`config.mk`:
```
export PLATFORM = sky130hd
export DESIGN_NAME = mem_access
export DESIGN_NICKNAME = d
export VERILOG_FILES = /design/src/rtl/mem_access_pkg.sv /design/src/rtl/mem_access_load_align.sv /design/src/rtl/mem_access.sv
export SDC_FILE = /design/constraint.sdc
export NUM_CORES = 1
export LEC_CHECK = 0
export BUFFER_PORTS_ARGS = -buffer_cell sky130_fd_sc_hd__buf_2
export CAP_MARGIN = 5
export CELL_PAD_IN_SITES_DETAIL_PLACEMENT = 1
export CELL_PAD_IN_SITES_GLOBAL_PLACEMENT = 2
export CORE_MARGIN = 1
export CORE_UTILIZATION = 29
export DETAILED_ROUTE_END_ITERATION = 12
export PLACE_DENSITY_LB_ADDON = 0.1
export SLEW_MARGIN = 20
export SYNTH_ARGS = -nofsm -noshare
export SYNTH_HDL_FRONTEND = slang
export SYNTH_SLANG_ARGS = --single-unit
```
`constraint.sdc`:
```
create_clock -name clk -period 3.4 [get_ports clk]
set_input_delay 0.17 -clock clk [delete_from_list [all_inputs] [get_ports clk]]
set_output_delay 0.17 -clock clk [all_outputs]
set_load 0.02 [all_outputs]
```
`src/rtl/mem_access_pkg.sv`:
```
// ----------------------------------------------------------------------------
// mem_access_pkg
// Shared definitions for the memory-access pipeline stage:
//   - state_e      : FSM state encoding (IDLE, BUSY)
//   - FNC_*        : funct3 codes for loads and stores
//   - WE_*         : byte-lane write-enable patterns for a 32-bit data bus
//   - store_we()   : byte-enable pattern for a store at a byte offset
//   - misaligned() : natural-alignment test used by the optional trap
// ----------------------------------------------------------------------------
package mem_access_pkg;

  typedef enum logic [0:0] {
    ST_IDLE = 1'b0,
    ST_BUSY = 1'b1
  } state_e;

  // funct3 codes. Loads and stores share the size encoding in bits [1:0];
  // bit 2 selects zero extension for loads.
  localparam logic [2:0] FNC_LB  = 3'b000;
  localparam logic [2:0] FNC_LH  = 3'b001;
  localparam logic [2:0] FNC_LW  = 3'b010;
  localparam logic [2:0] FNC_LBU = 3'b100;
  localparam logic [2:0] FNC_LHU = 3'b101;
  localparam logic [2:0] FNC_SB  = 3'b000;
  localparam logic [2:0] FNC_SH  = 3'b001;
  localparam logic [2:0] FNC_SW  = 3'b010;

  // Size field (funct3[1:0]).
  localparam logic [1:0] SIZE_BYTE = 2'b00;
  localparam logic [1:0] SIZE_HALF = 2'b01;
  localparam logic [1:0] SIZE_WORD = 2'b10;

  // Byte-lane enables before shifting by the byte offset.
  localparam logic [3:0] WE_NONE = 4'b0000;
  localparam logic [3:0] WE_BYTE = 4'b0001;
  localparam logic [3:0] WE_HALF = 4'b0011;
  localparam logic [3:0] WE_WORD = 4'b1111;

  // Byte enables for a store. Misaligned halfwords shift lanes off the top
  // of the word; that truncation is the intended behaviour without the trap.
  function automatic logic [3:0] store_we(input logic [2:0] func,
                                          input logic [1:0] offset);
    logic [3:0] we;
    case (func[1:0])
      SIZE_BYTE: we = WE_BYTE << offset;
      SIZE_HALF: we = WE_HALF << offset;
      SIZE_WORD: we = WE_WORD;
      default:   we = WE_NONE;
    endcase
    return we;
  endfunction

  // True when the access is not naturally aligned.
  function automatic logic misaligned(input logic [2:0] func,
                                      input logic [1:0] offset);
    logic bad;
    case (func[1:0])
      SIZE_HALF: bad = offset[0];
      SIZE_WORD: bad = (offset != 2'b00);
      default:   bad = 1'b0;
    endcase
    return bad;
  endfunction

endpackage

```
`src/rtl/mem_access_load_align.sv`:
```
// ----------------------------------------------------------------------------
// load_align
// Combinational load data alignment: shifts the read word right by the byte
// offset, then sign- or zero-extends according to funct3.
// Ports:
//   rdata_i  [DWIDTH] read word from memory
//   offset_i [2]      byte offset of the access (addr[1:0])
//   func_i   [3]      funct3 of the load (FNC_L*)
//   data_o   [DWIDTH] writeback value
// ----------------------------------------------------------------------------
module load_align
  import mem_access_pkg::*;
#(
  parameter int DWIDTH = 32
) (
  input  logic [DWIDTH-1:0] rdata_i,
  input  logic [1:0]        offset_i,
  input  logic [2:0]        func_i,
  output logic [DWIDTH-1:0] data_o
);

  logic [DWIDTH-1:0] shifted;

  // NOTE: every output of a combinational block gets a value on every path,
  // either through a default first assignment or a default case arm; a path
  // that leaves it unassigned would infer a latch.
  always_comb begin
    shifted = rdata_i >> {offset_i, 3'b000};
    case (func_i)
      FNC_LB:  data_o = {{(DWIDTH-8){shifted[7]}},   shifted[7:0]};
      FNC_LH:  data_o = {{(DWIDTH-16){shifted[15]}}, shifted[15:0]};
      FNC_LBU: data_o = {{(DWIDTH-8){1'b0}},         shifted[7:0]};
      FNC_LHU: data_o = {{(DWIDTH-16){1'b0}},        shifted[15:0]};
      default: data_o = shifted;
    endcase
  end

endmodule

```
`src/rtl/mem_access.sv`:
```
// ----------------------------------------------------------------------------
// mem_access
// Memory-access pipeline stage. Accepts one EX result at a time; non-memory
// ops pass straight to writeback after one cycle, loads and stores raise a
// request that is held until mem_ack and then complete to writeback.
//
// Optional feature: define MISALIGN_TRAP_EN to trap misaligned halfword and
// word accesses (exc_misaligned / exc_addr ports) instead of issuing them.
//
// Ports:
//   clk, rst_n               clock, synchronous active-low reset
//   in_valid / in_ready      EX handshake
//   flush                    kill current op
//   alu_out, store_data      effective address / ALU result, rs2 data
//   ctrl_mem_rd/wr, mem_func load/store select and funct3
//   rd_addr, ctrl_reg_we     destination register and writeback enable
//   mem_req/we/addr/wdata    memory request (held until mem_ack)
//   mem_ack, mem_rdata       memory completion and read word
//   wb_valid/data/rd/we      one-cycle writeback pulse
//   exc_misaligned, exc_addr misaligned-access trap (MISALIGN_TRAP_EN only)
//
// The byte-lane logic assumes DWIDTH = 32 (four byte lanes).
// ----------------------------------------------------------------------------
module mem_access
  import mem_access_pkg::*;
#(
  parameter int DWIDTH = 32
) (
  input  logic              clk,
  input  logic              rst_n,
  input  logic              in_valid,
  output logic              in_ready,
  input  logic              flush,
  input  logic [DWIDTH-1:0] alu_out,
  input  logic [DWIDTH-1:0] store_data,
  input  logic              ctrl_mem_rd,
  input  logic              ctrl_mem_wr,
  input  logic [2:0]        mem_func,
  input  logic [4:0]        rd_addr,
  input  logic              ctrl_reg_we,
  output logic              mem_req,
  output logic [3:0]        mem_we,
  output logic [DWIDTH-1:0] mem_addr,
  output logic [DWIDTH-1:0] mem_wdata,
  input  logic              mem_ack,
  input  logic [DWIDTH-1:0] mem_rdata,
  output logic              wb_valid,
  output logic [DWIDTH-1:0] wb_data,
  output logic [4:0]        wb_rd,
  output logic              wb_we
`ifdef MISALIGN_TRAP_EN
  ,
  output logic              exc_misaligned,
  output logic [DWIDTH-1:0] exc_addr
`endif
);

  // --------------------------------------------------------------------------
  // State and registered outputs
  // --------------------------------------------------------------------------
  state_e            state_q;
  logic              mem_req_q;
  logic [3:0]        mem_we_q;
  logic [DWIDTH-1:0] mem_addr_q;
  logic [DWIDTH-1:0] mem_wdata_q;
  logic              wb_valid_q;
  logic [DWIDTH-1:0] wb_data_q;
  logic [4:0]        wb_rd_q;
  logic              wb_we_q;

  // Fields of the in-flight memory op.
  logic [2:0]        func_q;
  logic [1:0]        offset_q;
  logic [4:0]        rd_q;
  logic              reg_we_q;
  logic              is_load_q;
  logic              flushed_q;   // flush seen while BUSY: suppress writeback

`ifdef MISALIGN_TRAP_EN
  logic              exc_q;
  logic [DWIDTH-1:0] exc_addr_q;
`endif

  // --------------------------------------------------------------------------
  // Next-value computation for an op accepted this cycle
  // --------------------------------------------------------------------------
  logic              accept;
  logic              is_mem;
  logic              trap_d;
  logic [1:0]        offset_d;
  logic [3:0]        mem_we_d;
  logic [DWIDTH-1:0] mem_addr_d;
  logic [DWIDTH-1:0] mem_wdata_d;
  logic [DWIDTH-1:0] load_data;

  assign accept   = in_valid && (state_q == ST_IDLE) && !flush;
  assign is_mem   = ctrl_mem_rd || ctrl_mem_wr;
  assign offset_d = alu_out[1:0];

`ifdef MISALIGN_TRAP_EN
  assign trap_d = misaligned(mem_func, offset_d);
`else
  assign trap_d = 1'b0;
`endif

  always_comb begin
    mem_addr_d  = {alu_out[DWIDTH-1:2], 2'b00};
    mem_we_d    = WE_NONE;
    mem_wdata_d = '0;
    // A store takes precedence if both control bits are set.
    if (ctrl_mem_wr) begin
      mem_we_d = store_we(mem_func, offset_d);
      case (mem_func[1:0])
        SIZE_BYTE: mem_wdata_d = {(DWIDTH/8){store_data[7:0]}};
        SIZE_HALF: mem_wdata_d = {(DWIDTH/16){store_data[15:0]}};
        default:   mem_wdata_d = store_data;
      endcase
    end
  end

  load_align #(.DWIDTH(DWIDTH)) u_load_align (
    .rdata_i  (mem_rdata),
    .offset_i (offset_q),
    .func_i   (func_q),
    .data_o   (load_data)
  );

  // --------------------------------------------------------------------------
  // FSM with registered outputs
  // --------------------------------------------------------------------------
  // NOTE: sequential state is written with non-blocking assignments only, so
  // every register samples the pre-edge values regardless of statement order.
  always_ff @(posedge clk) begin
    if (!rst_n) begin
      state_q     <= ST_IDLE;
      mem_req_q   <= 1'b0;
      mem_we_q    <= WE_NONE;
      mem_addr_q  <= '0;
      mem_wdata_q <= '0;
      wb_valid_q  <= 1'b0;
      wb_data_q   <= '0;
      wb_rd_q     <= '0;
      wb_we_q     <= 1'b0;
      func_q      <= '0;
      offset_q    <= '0;
      rd_q        <= '0;
      reg_we_q    <= 1'b0;
      is_load_q   <= 1'b0;
      flushed_q   <= 1'b0;
`ifdef MISALIGN_TRAP_EN
      exc_q       <= 1'b0;
      exc_addr_q  <= '0;
`endif
    end else begin
      // Pulses default low; only the completing branches raise them.
      wb_valid_q <= 1'b0;
      wb_we_q    <= 1'b0;
`ifdef MISALIGN_TRAP_EN
      exc_q      <= 1'b0;
`endif
      case (state_q)
        ST_IDLE: begin
          if (accept) begin
            if (!is_mem) begin
              wb_valid_q <= 1'b1;
              wb_data_q  <= alu_out;
              wb_rd_q    <= rd_addr;
              wb_we_q    <= ctrl_reg_we;
            end else if (trap_d) begin
`ifdef MISALIGN_TRAP_EN
              exc_q      <= 1'b1;
              exc_addr_q <= alu_out;
`endif
            end else begin
              state_q     <= ST_BUSY;
              mem_req_q   <= 1'b1;
              mem_addr_q  <= mem_addr_d;
              mem_we_q    <= mem_we_d;
              mem_wdata_q <= mem_wdata_d;
              func_q      <= mem_func;
              offset_q    <= offset_d;
              rd_q        <= rd_addr;
              reg_we_q    <= ctrl_reg_we;
              is_load_q   <= !ctrl_mem_wr;
              flushed_q   <= 1'b0;
            end
          end
        end

        ST_BUSY: begin
          // The request runs to completion even when flushed; only the
          // writeback pulse is dropped. A flush on the ack cycle counts too.
          if (flush) begin
            flushed_q <= 1'b1;
          end
          if (mem_ack) begin
            state_q    <= ST_IDLE;
            mem_req_q  <= 1'b0;
            mem_we_q   <= WE_NONE;
            wb_valid_q <= !(flushed_q || flush);
            wb_data_q  <= is_load_q ? load_data : '0;
            wb_rd_q    <= rd_q;
            wb_we_q    <= is_load_q && reg_we_q && !(flushed_q || flush);
          end
        end

        default: state_q <= ST_IDLE;
      endcase
    end
  end

  // --------------------------------------------------------------------------
  // Outputs
  // --------------------------------------------------------------------------
  assign in_ready  = (state_q == ST_IDLE);
  assign mem_req   = mem_req_q;
  assign mem_we    = mem_we_q;
  assign mem_addr  = mem_addr_q;
  assign mem_wdata = mem_wdata_q;
  assign wb_valid  = wb_valid_q;
  assign wb_data   = wb_data_q;
  assign wb_rd     = wb_rd_q;
  assign wb_we     = wb_we_q;
`ifdef MISALIGN_TRAP_EN
  assign exc_misaligned = exc_q;
  assign exc_addr       = exc_addr_q;
`endif

endmodule

```
==> results by group, run 1 <==
Status
  – Status: completed

Layout
  – Commonest cells after routing, fill and taps aside: buf_2 (218), dfxtp_1 (120), nand2_1 (100)
  – Area Growth Syn to Fin: 35.1%
  – Final-layout fill cell count: between 2000 and 2500
  – Commonest non-fill, non-tap cell in the layout: buf_2
  – Multi-input logic area: around 2700 um2
  – Post-route cell area: a little over 7000 um2
  – Final #Nets: 911
  – Antenna diode count: 0
  – Layout cells sized above 1: 35.1%
  – FF+latch area: 2400 um2

Worst setup path
  – Crit path DAT: approximately 2.2 ns
  – Worst-case reg-to-reg path depth: 5
  – Crit path kind: reg2out
  – FF-to-FF End: wb_data[27]$_SDFFE_PN0P_
  – Crit-path max FO: 26
  – Slowest stage cell on the critical path: clkinv_1
  – Critical Path End Type: output pin
  – FF-to-FF setup slack: between 1 and 1.5 ns
  – CP startpoint kind: flip-flop
  – CP required: 3.23 ns
  – CP bufs+invs: 3
  – Crit path max-delay family: buffers and inverters
  – R2R Path Start: state_q$_SDFF_PN0_
  – Crit-path max cell delay: around 0.74 ns
  – Cell-by-cell trace of the critical path: buf_4 > clkinv_1 > buf_2

Clocking
  – Clk slew on worst S/H paths: 0.05 ns
  – CTS H-tree lvls: 4
  – Clock Tree Root: clkbuf_16
  – CTS buffer count: 17
  – CTS Sinks: 120
  – CTS tree: yes
  – CTS max path bufs: 2
  – Clk_lat worst skew: between 0.4 and 0.5 ns

Placed design
  – Buffers on Ports: about 220
  – DP Area: between 6000 and 7000 um2
  – Final HPWL DP: 14300 um
  – Placer Congestion: around 0.75

Detailed routing
  – Final ANT Viol Nets: 0
  – Vias: about 5300
  – Drt initial violations: approximately 200
  – DR DRC count: 0
  – Via density: about 5.1
  – Drt wl/cell: 19.0 um
  – First-pass DRT Iterations: 4
  – Post-Route WL: 19800 um

Floorplan
  – Die height: ~140 um
  – Initial Util: 29.6%
  – Top Ports: 221
  – Die Area: roughly 19000 um2
  – Horiz. Die Dim: between 100 and 150 um
  – Row cnt: just under 50
  – Core area: 18000 um2

GRT
  – Global-route usage over all layers: 21.5%
  – Global-route wire length before repair: between 30000 and 40000 um
  – Grt ovf: 0
  – Vias in the first global route: 5446
  – Largest net degree at the start of global routing: 64
  – Initial antenna violation count: 1

Timing
  – Final-report hold violation count: 0
  – Worst-margin pin slew: 0.987 ns
  – Final setup fails: 0
  – Setup_tns: 0 ns
  – Final worst clock skew: approximately 0.010 ns
  – Max-slew violations: 0
  – RSZ-0062 raised after global routing: no
  – Post-route clock period utilization: slightly below 70%
  – Min Tclk post-route: 2.35 ns
  – Max Fclk: 425 MHz
  – Slew margin rel.: between 30% and 40%

Yosys
  – Ys flop type: dfxtp_1
  – Syn Area/Cell: between 8 and 9 um2
  – Async SR Flop Fraction: 0%
  – Synth warn: 0
  – Synth Area in Compound Gates: 23.1%
  – Number of flops mapped to enable cells by yosys: 0
  – Post-synthesis xor/xnor area fraction: 0%
  – Adder-cell share of the synthesized area: 0%
  – Synth cell types: 43
  – Netlist Area Pre-Place: about 5300 um2
  – Post-synthesis mux area share: between 10% and 20%
  – Mapped Cells: between 500 and 600
  – Largest family of logic cells by synthesized area: compound AO/OA/AOI/OAI gates
  – Area share of and/or/nand/nor cells after synthesis: between 10% and 20%
  – Seq/Total Area, Yosys: about 45%
  – Flops & latches, synth: 120

Hold path
  – Worst hold path type: in2reg
  – Hold_sp: store_data[30]
  – Hold Path End: mem_wdata[30]$_SDFFE_PN0P_
  – Worst hold stages: 3

Flow run
  – Max-Cap Viols: 0

Power and ir drop
  – PwrDens: ~520 nW/um2
  – Leakage: between 3 and 4 nW
  – Final Power: ~3.7 mW
  – Worst VDD drop: ~0.00036 V
[metrics by stage]
step                      util (%)  hold WS (ns)  instances  setup slack [ns]
after floorplan                  -         0.296        595              1.59
after global placement        36.4         0.408        999              1.20
after detailed placement      36.4         0.418        999              1.09
after CTS                     40.0       0.00157       1040              1.00
after global routing          40.0       0.00452       1040             0.916
final                         40.0       0.00911       1040              1.05
[flip-flops by register name (all words and copies together) (netlist names)]
register,count
offset_q,2
wb_rd,5
wb_valid,1
rd_q,5
mem_addr,30
is_load_q,1
flushed_q,1
mem_wdata,32
state_q,1
func_q,3
mem_req,1
wb_data,32
mem_we,4
reg_we_q,1
wb_we,1
[logic make-up after synthesis]
family,after synthesis
flops,120
compound gates,194
mux,52
simple gates,173
other cells,1
buf+inv,54
[power by group]
group	total, mW	switching, mW	internal [mW]
Clock	1.69	0.657	1.03
Combinational	0.534	0.327	0.206
Sequential	1.51	0.0348	1.47
[what timing repair did]
| item | CTS | global route |
|---|---|---|
| endpoints found under the hold margin | 10 | 0 |
| buffers inserted | 0 | 0 |
| hold buffers | 10 | 0 |
| gates resized for setup | 0 | 0 |
[routing by layer]
layer  global-route usage [%]  wire [um]
met5                        0          0
met4                     7.02        252
met3                     5.48       1140
met2                     35.0       9390
met1                     27.5       9000
[cell usage after synthesis, drive strengths merged, types with 2 or more instances]
library cell,instances,area share (%)
o21ai,44,4.1
dfxtp,120,45
nand3b,9,1.3
and2,2,0.24
a311oi,7,1.2
a22oi,24,3.4
nand2b,9,1.1
nand2,100,7.1
mux2i,28,5.3
nor3,5,0.47
mux4,8,3.4
o211ai,2,0.28
buf,16,1.7
inv,2,0.14
a21oi,75,7.1
mux2,16,3.4
clkbuf,35,2.5
nor2b,19,2.2
nand3,6,0.56
a22o,8,1.3
a211oi,5,0.71
o2bb2ai,24,4.0
nor2,17,1.2
[worst reg2reg max path, cell delays in order, from the launching register on]
cell and delay (ns):
dfxtp_1 0.31, or3b_1 0.50, o31ai_4 0.60, buf_4 0.45
o21ai_0 0.19, a21oi_1 0.17
[final cells by class]
class / instances / area share [%]
inverters: 3 / 0.157
well taps: 229 / 3.99
clock inverters: 9 / 1.06
flip-flops and latches: 120 / 33.4
clock buffers: 22 / 6.46
multi-input cells: 421 / 37.5
repair buffers: 236 / 17.4
[worst max path at each step]
stage / slack, ns / endpoint / depth (start not counted) / start
2_1_floorplan: 1.59 / wb_data[31]$_SDFFE_PN0P_ / 6 / offset_q[1]$_SDFFE_PN0P_
3_3_place_gp: 1.20 / wb_data[15]$_SDFFE_PN0P_ / 5 / state_q$_SDFF_PN0_
3_5_place_dp: 1.09 / wb_data[27]$_SDFFE_PN0P_ / 5 / state_q$_SDFF_PN0_
4_1_cts: 1.00 / in_ready / 3 / state_q$_SDFF_PN0_
5_1_grt: 0.92 / in_ready / 3 / state_q$_SDFF_PN0_
6_report: 1.05 / in_ready / 3 / state_q$_SDFF_PN0_
(Power assumes the default switching activity.)
==> inputs of run 2 (changes only) <==
ABC_AREA = 1   (was default)
CORE_UTILIZATION = 23   (was 29)
clock period = 2.1 ns   (was 3.4 ns; I/O delays follow)
==> run 2 against run 1 <==
  * Combinational power increased by 110%
  * Power up 78%
  * Synthesized area rose by 8.1%
  * Critical path depth rose by 3
  * Via count increased by 22%
  * Clock-buffer cell count decreased by 4
  * Die area up 36%
  * Synthesized cell count increased by 36%
  * Sequential power is 62% higher
  * Register-to-register slack got worse by 0.84 ns
  * Non-clock buffer count increased by 70
  * Clock skew grew 0.0028 ns
==> results by group, run 2 <==
GRT
  – Grt ovf: 0 (unchanged)
  – Global Route met2 Usage: 35.2% (+0.18 points)
  – Largest net degree at the start of global routing: 78 (+22%)
  – Initial antenna violation count: 1 (unchanged)
  – Global-route wire length before repair: 38000 um (+25%)
  – Grt met3 use: 4.34% (-1.1 points)
  – Global-route usage over all layers: 19.2% (-2.3 points)
  – Busiest grt layer: met2
  – Vias in the first global route: 6844 (+26%)
  – Met1 GRT Util: 21.8% (-5.7 points)

Floorplan
  – Die height: 160 um (+16%)
  – Row cnt: 57 (+16%)
  – Top Ports: 221 (unchanged)
  – Die Area: 25600 um2 (+36%)
  – Horiz. Die Dim: 160 um (+16%)
  – Initial Util: 23.6% (-6.0 points)
  – Core area: 24400 um2 (+36%)

Yosys
  – Netlist Area Pre-Place: 5750 um2 (+8.1%)
  – Number of flops mapped to enable cells by yosys: 0 (unchanged)
  – Synth top area cells: dfxtp_1 (42%), nand2_1 (13%), a21oi_1 (12%)
  – Syn Area/Cell: 7.13 um2 (-20%)
  – Seq/Total Area, Yosys: 41.8% (-3.4 points)
  – Synth area leader: dfxtp_1
  – Ys flop type: dfxtp_1
  – Most instantiated cells after synthesis: nand2_1 (200), a21oi_1 (138), dfxtp_1 (120), o21ai_0 (81), nand3_1 (79)
  – Synth cell types: 33 (-23%)
  – Synth warn: 0 (unchanged)
  – Async SR Flop Fraction: 0% (unchanged)
  – Share of the synthesized area in the top cell type: 41.8% (-3.4 points)
  – Mapped Cells: 806 (+36%)
  – Flops & latches, synth: 120 (unchanged)
  – Count leader, synth: nand2_1

Detailed routing
  – Post-Route WL: 24300 um (+23%)
  – DR DRC count: 0 (unchanged)
  – Via density: 4.58 (-9.7%)
  – Drt wl/cell: 17.3 um (-9.0%)
  – First-pass DRT Iterations: 5 (+1)
  – Vias: 6425 (+22%)
  – Final ANT Viol Nets: 0 (unchanged)
  – Drt initial violations: 213 (+7.6%)

Clocking
  – CTS Sinks: 120 (unchanged)
  – CTS tree: yes
  – Clk_lat worst skew: 0.42 ns (about the same)
  – Number of gates resized after cts: 0 (unchanged)
  – Clock Tree Root: clkbuf_16
  – CTS buffer count: 17 (unchanged)
  – Clk slew on worst S/H paths: 0.06 ns (about the same)
  – CTS max path bufs: 2 (unchanged)
  – CTS H-tree lvls: 4 (unchanged)
  – Hold buffer count at CTS: 67 (+57)
  – Post-CTS setup buffer count: 0 (unchanged)

Placed design
  – Setup WS pre-CTS: 0.246 ns (-0.844 ns)
  – DP Area: 7040 um2 (+7.7%)
  – Placed cell count: 1304 (+31%)
  – Buffers on Ports: 218 (unchanged)
  – Final HPWL DP: 17900 um (+25%)
  – Placer Congestion: 0.753 (+0.48%)

Timing
  – Post-route clock period utilization: just under 90%
  – WHS: 0.00427 ns (-0.00484 ns)
  – Max-slew violations: 0 (unchanged)
  – Final-report hold violation count: 0 (unchanged)
  – Min Tclk post-route: roughly 1.8 ns
  – RSZ-0062 raised after global routing: no
  – Final setup fails: 0 (unchanged)
  – Final worst clock skew: 0.0128 ns (+0.00281 ns)
  – Final WS setup: 0.274 ns (-0.774 ns)
  – Setup_tns: 0 ns (unchanged)
  – Max Fclk: between 500 and 600 MHz

Layout
  – Final #Nets: 1178 (+29%)
  – Non-filler cells, final: 1404 (+35%)
  – Area Growth Syn to Fin: 44.9%
  – Layout cells sized above 1: 28.7% (-6.4 points)
  – Multi-input logic area: 2860 um2 (+6.2%)
  – Commonest non-fill, non-tap cell in the layout: buf_2
  – Final-layout fill cell count: 3053 (+41%)
  – Final Util: 34.1% (-5.8 points)
  – Post-route cell area: 8330 um2 (+16%)
  – Commonest cells after routing, fill and taps aside: buf_2 (218), nand2_1 (200), a21oi_1 (138)
  – FF+latch area: 2400 um2 (unchanged)

Worst setup path
  – Crit path DAT: 2.11 ns (-0.07 ns)
  – CP required: 2.39 ns (-0.84 ns)
  – Critical Path End Type: flip-flop
  – Crit path kind: reg2reg
  – CP startpoint kind: flip-flop
  – Crit-path max FO: 19 (-27%)
  – FF-to-FF setup slack: 0.27 ns (-0.84 ns)

Power and ir drop
  – Leakage: 3.81 nW (+23%)
  – PwrDens: 795 nW/um2 (+53%)
  – Final Power: 6.62 mW (+78%)
  – Worst VDD drop: 0.000386 V (+7.4%)

Status
  – Status: completed

Hold path
  – Worst hold path type: in2reg

Flow run
  – Max-Cap Viols: 0 (unchanged)
[run 2: final cells by class]
cell class,instances,area share (%)
Tap cell,324,4.87
Inverter,25,1.25
Sequential cell,120,28.8
Timing Repair Buffer,306,23.3
Multi-Input combinational cell,596,34.3
Clock inverter,14,2.09
Clock buffer,18,5.27
Antenna cell,1,0.0300
[run 2: cells by family after synthesis]
group           synth area share [%]
buf+inv                         8.54
flops                           41.8
other cells                   0.0653
simple gates                    25.8
compound gates                  23.7
[run 2: worst max-delay path, stage by stage, from the launching register on]
cell and delay (ns):
dfxtp_1 0.54, nor2_4 0.07, buf_4 0.21, nand2_4 0.24, clkinv_1 0.35, o211ai_1 0.19
a21oi_1 0.08
[run 2: path summary, 6_finish.rpt]
kind,startpoint,to,cells past startpoint
max,state_q$_SDFF_PN0_,mem_wdata[23]$_SDFFE_PN0P_,6
min,alu_out[3],mem_addr[3]$_SDFFE_PN0P_,3
min reg2reg,rd_q[1]$_SDFFE_PN0P_,rd_q[1]$_SDFFE_PN0P_,2
max reg2reg,state_q$_SDFF_PN0_,mem_wdata[23]$_SDFFE_PN0P_,6
[run 2: power by group]
| group | switching (mW) | internal, mW |
|---|---|---|
| Sequential | 0.0637 | 2.39 |
| Combinational | 0.699 | 0.407 |
| Clock | 1.16 | 1.91 |
[run 2: routing by layer]
layer  part of all wire, %  vias to the layer above
met5                     0                        -
met4                   1.6                        0
met3                   4.9                       26
met2                    51                      150
met1                    43                     3016
li1                      -                     3233
==> inputs of run 3 (changes only) <==
CORE_UTILIZATION = 24   (was 23)
CTS_BUF_LIST = sky130_fd_sc_hd__clkbuf_8   (was default)
==> run 3 against run 2 <==
  * Combinational power about the same
  * Worst hold slack better by 0.028 ns
  * First-iteration DRC count is 22% higher
  * Cell count up 0.14%
  * Clock skew grew 0.0047 ns
  * Die area fell by 4.1%
  * Clock power is 31% lower
  * Clock-buffer cell count up 1
==> results by group, run 3 (synthesized netlist as in run 2, its figures left out) <==
Status
  – Status: completed

GRT
  – Global-route usage over all layers: 20.2% (+1.0 points)
  – Global-route wire length before repair: 37600 um (-0.85%)
  – Largest net degree at the start of global routing: 76 (-2.6%)
  – Initial antenna violation count: 0 (-1)
  – Vias in the first global route: 6972 (+1.9%)
  – Grt ovf: 0 (unchanged)

Timing
  – Final-report hold violation count: 0 (unchanged)
  – Final setup fails: 0 (unchanged)
  – Post-route clock period utilization: 85.8% (-1.1 points)
  – Worst-margin pin slew: about 0.69 ns
  – Max Fclk: 555 MHz (+1.3%)
  – Min Tclk post-route: 1.80 ns (-0.0240 ns)
  – WHS: 0.0323 ns (+0.0280 ns)
  – RSZ-0062 raised after global routing: no
  – Final WS setup: 0.298 ns (+0.0240 ns)
  – Max-slew violations: 0 (unchanged)
  – Setup_tns: 0 ns (unchanged)
  – Slew margin rel.: ~54%
  – Final worst clock skew: 0.0175 ns (+0.00470 ns)

Worst setup path
  – Crit path DAT: 1.70 ns (-0.41 ns)
  – CP required: 2.00 ns (-0.39 ns)
  – CP startpoint kind: flip-flop
  – CP bufs+invs: 3 (+1)
  – R2R Path Start: state_q$_SDFF_PN0_
  – Critical Path End Type: output pin
  – FF-to-FF End: wb_data[29]$_SDFFE_PN0P_
  – Crit path kind: reg2out
  – Worst-case reg-to-reg path depth: 6 (unchanged)
  – Crit path max-delay family: buffers and inverters
  – Slowest stage cell on the critical path: dfxtp_1
  – FF-to-FF setup slack: 0.33 ns (+0.06 ns)
  – Cell-by-cell trace of the critical path: clkinvlp_4 > buf_4 > buf_2
  – Crit-path max FO: 26 (+7)
  – Crit-path max cell delay: 0.57 ns (+0.03 ns)

Layout
  – Non-filler cells, final: 1406 (+0.14%)
  – Commonest cells after routing, fill and taps aside: buf_2 (218), nand2_1 (200), a21oi_1 (138)
  – Final #Nets: 1186 (+0.68%)
  – Commonest non-fill, non-tap cell in the layout: buf_2
  – Layout cells sized above 1: 28.7% (about the same)
  – Area Growth Syn to Fin: 43.0%
  – Post-route cell area: 8210 um2 (-1.4%)
  – Final Util: 35.0% (+0.85 points)

Power and ir drop
  – Final Power: 5.70 mW (-14%)
  – Leakage: 3.75 nW (-1.5%)
  – Worst VDD drop: 0.000310 V (-20%)
  – PwrDens: 694 nW/um2 (-13%)

Placed design
  – Placer Congestion: 0.738 (-2.1%)
  – Placed cell count: 1299 (-0.38%)
  – Buffers on Ports: 218 (unchanged)
  – Setup WS pre-CTS: 0.390 ns (+0.144 ns)
  – DP Area: 7070 um2 (+0.44%)
  – Final HPWL DP: 17900 um (about the same)

Floorplan
  – Horiz. Die Dim: 157 um (-2.1%)
  – Core area: 23500 um2 (-3.8%)
  – Die Area: 24600 um2 (-4.1%)
  – Die height: 157 um (-2.1%)
  – Top Ports: 221 (unchanged)
  – Initial Util: 24.5% (+0.92 points)
  – Row cnt: 56 (-1.8%)

Hold path
  – Hold_sp: alu_out[1]
  – Hold Path End: offset_q[1]$_SDFFE_PN0P_
  – Worst hold stages: 3 (unchanged)
  – Worst hold path type: in2reg

Clocking
  – CTS H-tree lvls: 4 (unchanged)
  – Clock Tree Root: clkbuf_8
  – Clk_lat worst skew: 0.44 ns (+0.02 ns)
  – Clk slew on worst S/H paths: 0.07 ns (about the same)
  – CTS buffer count: 17 (unchanged)
  – CTS tree: yes
  – CTS Sinks: 120 (unchanged)
  – CTS max path bufs: 2 (unchanged)

Detailed routing
  – Vias: 6526 (+1.6%)
  – Drt wl/cell: 17.4 um (+0.29%)
  – Drt initial violations: 260 (+22%)
  – Post-Route WL: 24400 um (+0.43%)
  – Final ANT Viol Nets: 0 (unchanged)
  – Via density: 4.64 (+1.4%)
  – First-pass DRT Iterations: 5 (unchanged)
  – DR DRC count: 0 (unchanged)

Flow run
  – Max-Cap Viols: 0 (unchanged)
==> run 3: repair_timing <==
item	4_1_cts	5_1_grt
setup endpoints to repair	0	1
hold buffers	73	0
endpoints found under the hold margin	89	0
buffers inserted	0	2
resized for setup	0	1
==> run 3: layer usage <==
layer | up-vias | track usage, % | wire length [um]
li1 | 3256 | - | -
met1 | 3076 | 22.5 | 10200
met2 | 166 | 37.1 | 12600
met3 | 28 | 4.68 | 1170
met4 | 0 | 6.96 | 502
met5 | - | 0 | 0
==> run 3: worst reg2reg max path, delay by kind of cell (launching register included) <==
family / cells / cell delay, ns
flops: 1 / 0.57
buf+inv: 1 / 0.51
simple gates: 3 / 0.33
compound gates: 2 / 0.30
==> run 3: final cells by class <==
type / instances / area [um2]
Clock buffer: 19 / 262
Sequential cell: 120 / 2400
Clock inverter: 12 / 128
Timing Repair Buffer: 314 / 2060
Antenna cell: 1 / 2.50
Tap cell: 319 / 399
Inverter: 25 / 108
Fill cell: 2989 / 15300
Multi-Input combinational cell: 596 / 2860
==> run 3: how the worst max path moves through the flow <==
stage                             from                    endpoint  slack [ns]  cells after the start
CTS                 state_q$_SDFF_PN0_                    in_ready        0.01                      3
floorplan           state_q$_SDFF_PN0_  mem_wdata[13]$_SDFFE_PN0P_        0.85                      8
finish              state_q$_SDFF_PN0_                    in_ready        0.30                      3
global placement    state_q$_SDFF_PN0_    wb_data[26]$_SDFFE_PN0P_        0.46                      6
detailed placement  state_q$_SDFF_PN0_    wb_data[27]$_SDFFE_PN0P_        0.39                      6
global route        state_q$_SDFF_PN0_    wb_data[18]$_SDFFE_PN0P_        0.15                      6
==> run 3: where the power goes <==
group	internal (mW)	switching, mW	total (mW)
registers	2.39	0.0653	2.45
logic	0.426	0.705	1.13
clock network	1.10	1.01	2.11
total	3.92	1.78	5.70
